==> config.mk <==
export PLATFORM = sky130hd
export DESIGN_NAME = rv32_mem_stage
export DESIGN_NICKNAME = d
export VERILOG_FILES = /design/src/rtl/rv32_mem_stage.sv
export SDC_FILE = /design/constraint.sdc
export NUM_CORES = 1
export LEC_CHECK = 0
export BUFFER_PORTS_ARGS = -buffer_cell sky130_fd_sc_hd__buf_4
export CAP_MARGIN = 20
export CORE_MARGIN = 2
export CORE_UTILIZATION = 40
export CTS_CLUSTER_DIAMETER = 40
export CTS_CLUSTER_SIZE = 30
export DETAILED_ROUTE_END_ITERATION = 6
export HOLD_SLACK_MARGIN = 0.02
export PLACE_DENSITY = 0.78
export SYNTH_ARGS = -nofsm -noshare
export SYNTH_HDL_FRONTEND = slang
export SYNTH_SLANG_ARGS = --single-unit
==> constraint.sdc <==
create_clock -name clk -period 1.3 [get_ports clk]
set_input_delay 0 -clock clk [delete_from_list [all_inputs] [get_ports clk]]
set_output_delay 0 -clock clk [all_outputs]
set_load 0.01 [all_outputs]
==> src/rtl/rv32_mem_stage.sv <==
// -----------------------------------------------------------------------------
// rv32_mem_stage
//
// Memory stage of a simple RV32 pipeline. It sits after the execute-stage ALU,
// turns loads and stores into data-bus requests, and registers the writeback
// value into the mem/writeback pipeline register.
//
// Ports
//   clk, reset              clock and synchronous active-high reset
//   stall_in / flush_in     downstream stall (hold) / squash current instruction
//   valid_in, rd_in,        instruction from execute: valid, destination,
//   rd_write_in, result_in  rd write enable, ALU result (address or value)
//   rs2_value_in            store data
//   mem_read_in/_write_in   load / store (read wins if both are set)
//   mem_width_in            00 byte, 01 half, 10/11 word
//   mem_zero_extend_in      1 = LBU/LHU, 0 = LB/LH
//   data_*_out / data_*_in  data bus: word address, read/write request, byte
//                           mask, lane-replicated store data, read data, ready
//   stall_out               hold upstream while a bus access is outstanding
//   valid_out, rd_out, rd_write_out, rd_value_out, misaligned_out
//                           registered mem/writeback pipeline outputs
// -----------------------------------------------------------------------------
module rv32_mem_stage (
  input  logic        clk,
  input  logic        reset,
  input  logic        stall_in,
  input  logic        flush_in,
  input  logic        valid_in,
  input  logic [4:0]  rd_in,
  input  logic        rd_write_in,
  input  logic [31:0] result_in,
  input  logic [31:0] rs2_value_in,
  input  logic        mem_read_in,
  input  logic        mem_write_in,
  input  logic [1:0]  mem_width_in,
  input  logic        mem_zero_extend_in,
  output logic [31:0] data_address_out,
  output logic        data_read_out,
  output logic        data_write_out,
  output logic [3:0]  data_write_mask_out,
  output logic [31:0] data_write_value_out,
  input  logic [31:0] data_read_value_in,
  input  logic        data_ready_in,
  output logic        stall_out,
  output logic        valid_out,
  output logic [4:0]  rd_out,
  output logic        rd_write_out,
  output logic [31:0] rd_value_out,
  output logic        misaligned_out
);

  localparam logic [1:0] WIDTH_BYTE = 2'b00;
  localparam logic [1:0] WIDTH_HALF = 2'b01;

  logic [1:0]  byte_offset;
  logic        mem_op;
  logic        aligned;
  logic        access;
  logic [3:0]  write_mask;
  logic [31:0] write_value;
  logic [7:0]  byte_lane;
  logic [15:0] half_lane;
  logic [31:0] load_value;

  logic        valid_q,      valid_d;
  logic [4:0]  rd_q,         rd_d;
  logic        rd_write_q,   rd_write_d;
  logic [31:0] rd_value_q,   rd_value_d;
  logic        misaligned_q, misaligned_d;

  assign byte_offset = result_in[1:0];
  assign mem_op      = mem_read_in | mem_write_in;

  // Alignment, byte enables, store-lane replication and load extraction.
  // NOTE: every signal assigned here gets a value on every path (defaults
  // first, default case arms), so no latches are inferred.
  always_comb begin
    aligned     = (byte_offset == 2'b00);
    write_mask  = 4'b1111;
    write_value = rs2_value_in;
    case (mem_width_in)
      WIDTH_BYTE: begin
        aligned     = 1'b1;
        write_mask  = 4'b0001 << byte_offset;
        write_value = {4{rs2_value_in[7:0]}};
      end
      WIDTH_HALF: begin
        aligned     = ~byte_offset[0];
        write_mask  = 4'b0011 << byte_offset;
        write_value = {2{rs2_value_in[15:0]}};
      end
      default: ;
    endcase

    case (byte_offset)
      2'd1:    byte_lane = data_read_value_in[15:8];
      2'd2:    byte_lane = data_read_value_in[23:16];
      2'd3:    byte_lane = data_read_value_in[31:24];
      default: byte_lane = data_read_value_in[7:0];
    endcase
    half_lane = byte_offset[1] ? data_read_value_in[31:16] : data_read_value_in[15:0];

    case (mem_width_in)
      WIDTH_BYTE: load_value = {{24{~mem_zero_extend_in & byte_lane[7]}}, byte_lane};
      WIDTH_HALF: load_value = {{16{~mem_zero_extend_in & half_lane[15]}}, half_lane};
      default:    load_value = data_read_value_in;
    endcase
  end

  // A bus access is only issued for an aligned memory op that is neither
  // squashed nor held by the downstream stall.
  assign access = valid_in & mem_op & aligned & ~flush_in & ~stall_in;

  assign data_read_out        = access & mem_read_in;
  assign data_write_out       = access & mem_write_in & ~mem_read_in;
  assign data_address_out     = valid_in ? {result_in[31:2], 2'b00} : 32'd0;
  assign data_write_mask_out  = data_write_out ? write_mask : 4'b0000;
  assign data_write_value_out = valid_in ? write_value : 32'd0;

  // While the bus has not answered, the request stays on the bus (inputs are
  // held upstream by stall_out) and a bubble goes down the pipe.
  assign stall_out = stall_in | (access & ~data_ready_in);

  // Pipeline-register next state, highest priority first after reset.
  always_comb begin
    valid_d      = valid_q;
    rd_d         = rd_q;
    rd_write_d   = rd_write_q;
    rd_value_d   = rd_value_q;
    misaligned_d = misaligned_q;
    if (stall_in) begin
      // hold everything
    end else if (flush_in) begin
      valid_d      = 1'b0;
      rd_write_d   = 1'b0;
      misaligned_d = 1'b0;
    end else if (access & ~data_ready_in) begin
      valid_d    = 1'b0;
      rd_write_d = 1'b0;
    end else begin
      valid_d      = valid_in;
      rd_d         = rd_in;
      rd_value_d   = mem_read_in ? load_value : result_in;
      rd_write_d   = valid_in & rd_write_in & ~(mem_op & ~aligned);
      misaligned_d = valid_in & mem_op & ~aligned;
    end
  end

  // NOTE: state registers use non-blocking assignments so every flop samples
  // the pre-edge values regardless of statement order.
  always_ff @(posedge clk) begin
    if (reset) begin
      valid_q      <= 1'b0;
      rd_q         <= 5'd0;
      rd_write_q   <= 1'b0;
      rd_value_q   <= 32'd0;
      misaligned_q <= 1'b0;
    end else begin
      valid_q      <= valid_d;
      rd_q         <= rd_d;
      rd_write_q   <= rd_write_d;
      rd_value_q   <= rd_value_d;
      misaligned_q <= misaligned_d;
    end
  end

  assign valid_out      = valid_q;
  assign rd_out         = rd_q;
  assign rd_write_out   = rd_write_q;
  assign rd_value_out   = rd_value_q;
  assign misaligned_out = misaligned_q;

endmodule

==> qor.yml <==
outcome:
  status: "finished, final reports clean"
min_path:
  worstHoldStart: "data_read_value_in[12]"
  min_path_cells: 4
  min_path_type: "input pin to flop"
place:
  placed_cells: 793
  dpl.hpwl_mm: 10.5
  place_congestion: 0.853
  numPortBuffers: 221
  placed_area_mm2: 0.00545
die:
  die_h_um: 98.3
  ios: 224
  core_mm2: 0.00868
  fp-row-count: 34
  initial_core_util_pct: 41.0
  die_w_um: 98.3
  die-area_mm2: 0.00966
setup_path:
  cp-start-kind: "input pin"
  crit_type: "input pin to primary output"
  cp-startpoint: "mem_width_in[0]"
  end_kind: "primary output"
  required_ps: 1300
  r2r-start: "rd_value_out[19]"
  worst_r2r_path_depth: 3
  cp.arrival_ps: 1210
  worstPathMaxFanout: 11
yosys:
  seq_area_frac_synth_pct: 22.5
  synth_top_family_by_area: "compound AO/OA/AOI/OAI gates"
  synthMuxAreaShare_pct: 7.28
  synthSimpleGateAreaFrac_pct: 26.8
  syn_area_mm2: 0.00356
  synthAdderAreaFrac_pct: 0
  synth.distinct_cells: 49
  postSynthAreaPerCell_um2: 7.50
  syn_inst: 474
  ys_warn_count: 0
  ys_ff_latch: 40
  synth-compound-area-share_pct: 33.7
  yosys.area_share.xor_xnor_pct: 0
sta:
  slew_viol_final: 0
  post-route-period-util_pct: 93.2
  hold_viol: 0
  max_clock_freq_mhz: 825
  worst_pin_slew_ps: 506
  fin_tns_setup_ps: 0
  skew_ps: 0
  setup-violations-final: 0
  maxSlewHeadroom_pct: 66.2
  period_needed_ps: 1210
layout:
  post-route-util_pct: 65.2
  fin_area_mm2: 0.00566
  finalNonFillerCells: 810
  fillers: 744
  final_common_cell: "buf_4"
  syn_to_final_growth_pct: 59.2
  nNetsFinal: 814
  diodes: 0
  final_layout_size_suffix_gt1_share_pct: 42.5
  final_cell_mix: "buf_4, nand2_1, and2_1"
routing:
  route.detailed.drc: 0
  antenna_left: 0
  firstDrtPassIters: 5
  drtIter0Drc: 244
  avgViaCountPerCell: 5.46
  via_count: 4424
  wl_per_cell_um: 16.7
  wl_mm: 13.5
global_route:
  grt_max_degree: 64
  grt_antenna_before_repair: 0
  grtUsageMet1_pct: 33.1
  use_met2_pct: 46.4
  busiest_layer: "met2"
  grt-ovfl-total: 0
  met3_usage_pct: 6.23
  grt_pass1_wl_mm: 20.8
  grt_pass1_vias: 4115
  track_usage_pct: 26.1
clock_tree:
  clk_path_buf_depth: 2
  cts_tree: "yes"
  cts_made_buffers: 5
  clk_latency_ps: 290
  htree_levels: 2
  clockRootBuffer: "clkbuf_8"
  clk_pin_slew_worst_paths_ps: 80
  clock-sinks: 40
power_and_ir_drop:
  vdd_ir_drop_max_mv: 0.535
  power.leakage_nw: 2.76
  power_density_mw_per_mm2: 702
  finalPower_mw: 3.98
flow_run:
  maxCapViolCount: 0
routing by layer:
layer / routed length (um) / share of wire [%]
met5: 0 / 0
met4: 88 / 0.65
met3: 1160 / 8.6
met2: 6840 / 51
met1: 5430 / 40
repair_timing:
action                                  CTS  global route
endpoints found under the setup margin    9             1
buffers inserted                          1             0
hold buffers                              8             0
gates resized for setup                   2             2
pin swaps                                 1             0
endpoints found under the hold margin     6             0
kinds of logic after synthesis:
group	after synthesis
buffers and inverters	72
AND/OR/NAND/NOR	191
AO/OA/AOI/OAI	146
other	1
multiplexers	24
flip-flops	40
power breakdown:
part	total (mW)	switching (mW)	internal (mW)
Sequential	1.34	0.0426	1.30
Combinational	1.61	0.772	0.842
Clock	1.02	0.447	0.570
stage by stage:
stage	setup WS, ps	hold slack [ps]
floorplan	-30.2	102
global placement	-153	250
detailed placement	-196	261
CTS	68.3	57.2
global route	-6.17	95.8
finish	88.4	60.9
registers in the layout (all words and copies together) (netlist names):
signal	cells
misaligned_out	1
rd_out	5
rd_value_out	32
rd_write_out	1
valid_out	1
path summary, 6_finish.rpt:
check	to	slack, ps
setup / recovery	data_write_value_out[14]	90
hold / removal	rd_value_out[12]	60
setup reg to reg	rd_value_out[19]	470
hold reg to reg	rd_out[2]	460
critical path, stage by stage:
cell	delay, ps
buf_4	120
buf_4	170
nor2_2	270
buf_4	230
nand2_1	60
a21boi_0	190
buf_4	170
cells in the mapped netlist, drive strengths merged:
master,instances,area (um^2)
a211oi,2,20.0
o211a,8,80.1
dfxtp,40,801
a32oi,6,52.6
nor2b,24,150
nand3b,2,15.0
a21o,17,128
inv,23,86.3
nand2b,3,18.8
clkbuf,31,116
nor4b,1,8.76
a31oi,3,18.8
mux2,5,56.3
nor3,31,155
o21ai,23,115
o211ai,13,97.6
o21a,1,15.0
and2,41,257
a211o,1,8.76
nor2,42,158
o2bb2ai,1,8.76
a311oi,1,8.76
a22oi,1,7.51
mux2i,18,180
mux4,1,22.5
conb,1,3.75
or2,1,6.26
nand2,43,161
o21bai,1,7.51
a21boi,9,71.3
o221ai,1,8.76
buf,18,140
a32o,13,130
o32ai,17,216
a21oi,23,115
a21bo,1,10.0
nand4b,1,8.76
or3b,1,8.76
and3,1,6.26
o41ai,2,55.1
o41a,1,11.3
o221a,1,11.3
final cells by class:
type | instances | area [um^2] | share of cell area [%]
inverters | 23 | 86.3 | 1.52
clock buffers | 6 | 72.6 | 1.28
multi-input cells | 363 | 2450 | 43.3
repair buffers | 268 | 2080 | 36.8
clock inverters | 2 | 35.0 | 0.619
well taps | 108 | 135 | 2.39
flip-flops and latches | 40 | 801 | 14.1
(Power assumes the default switching activity.)
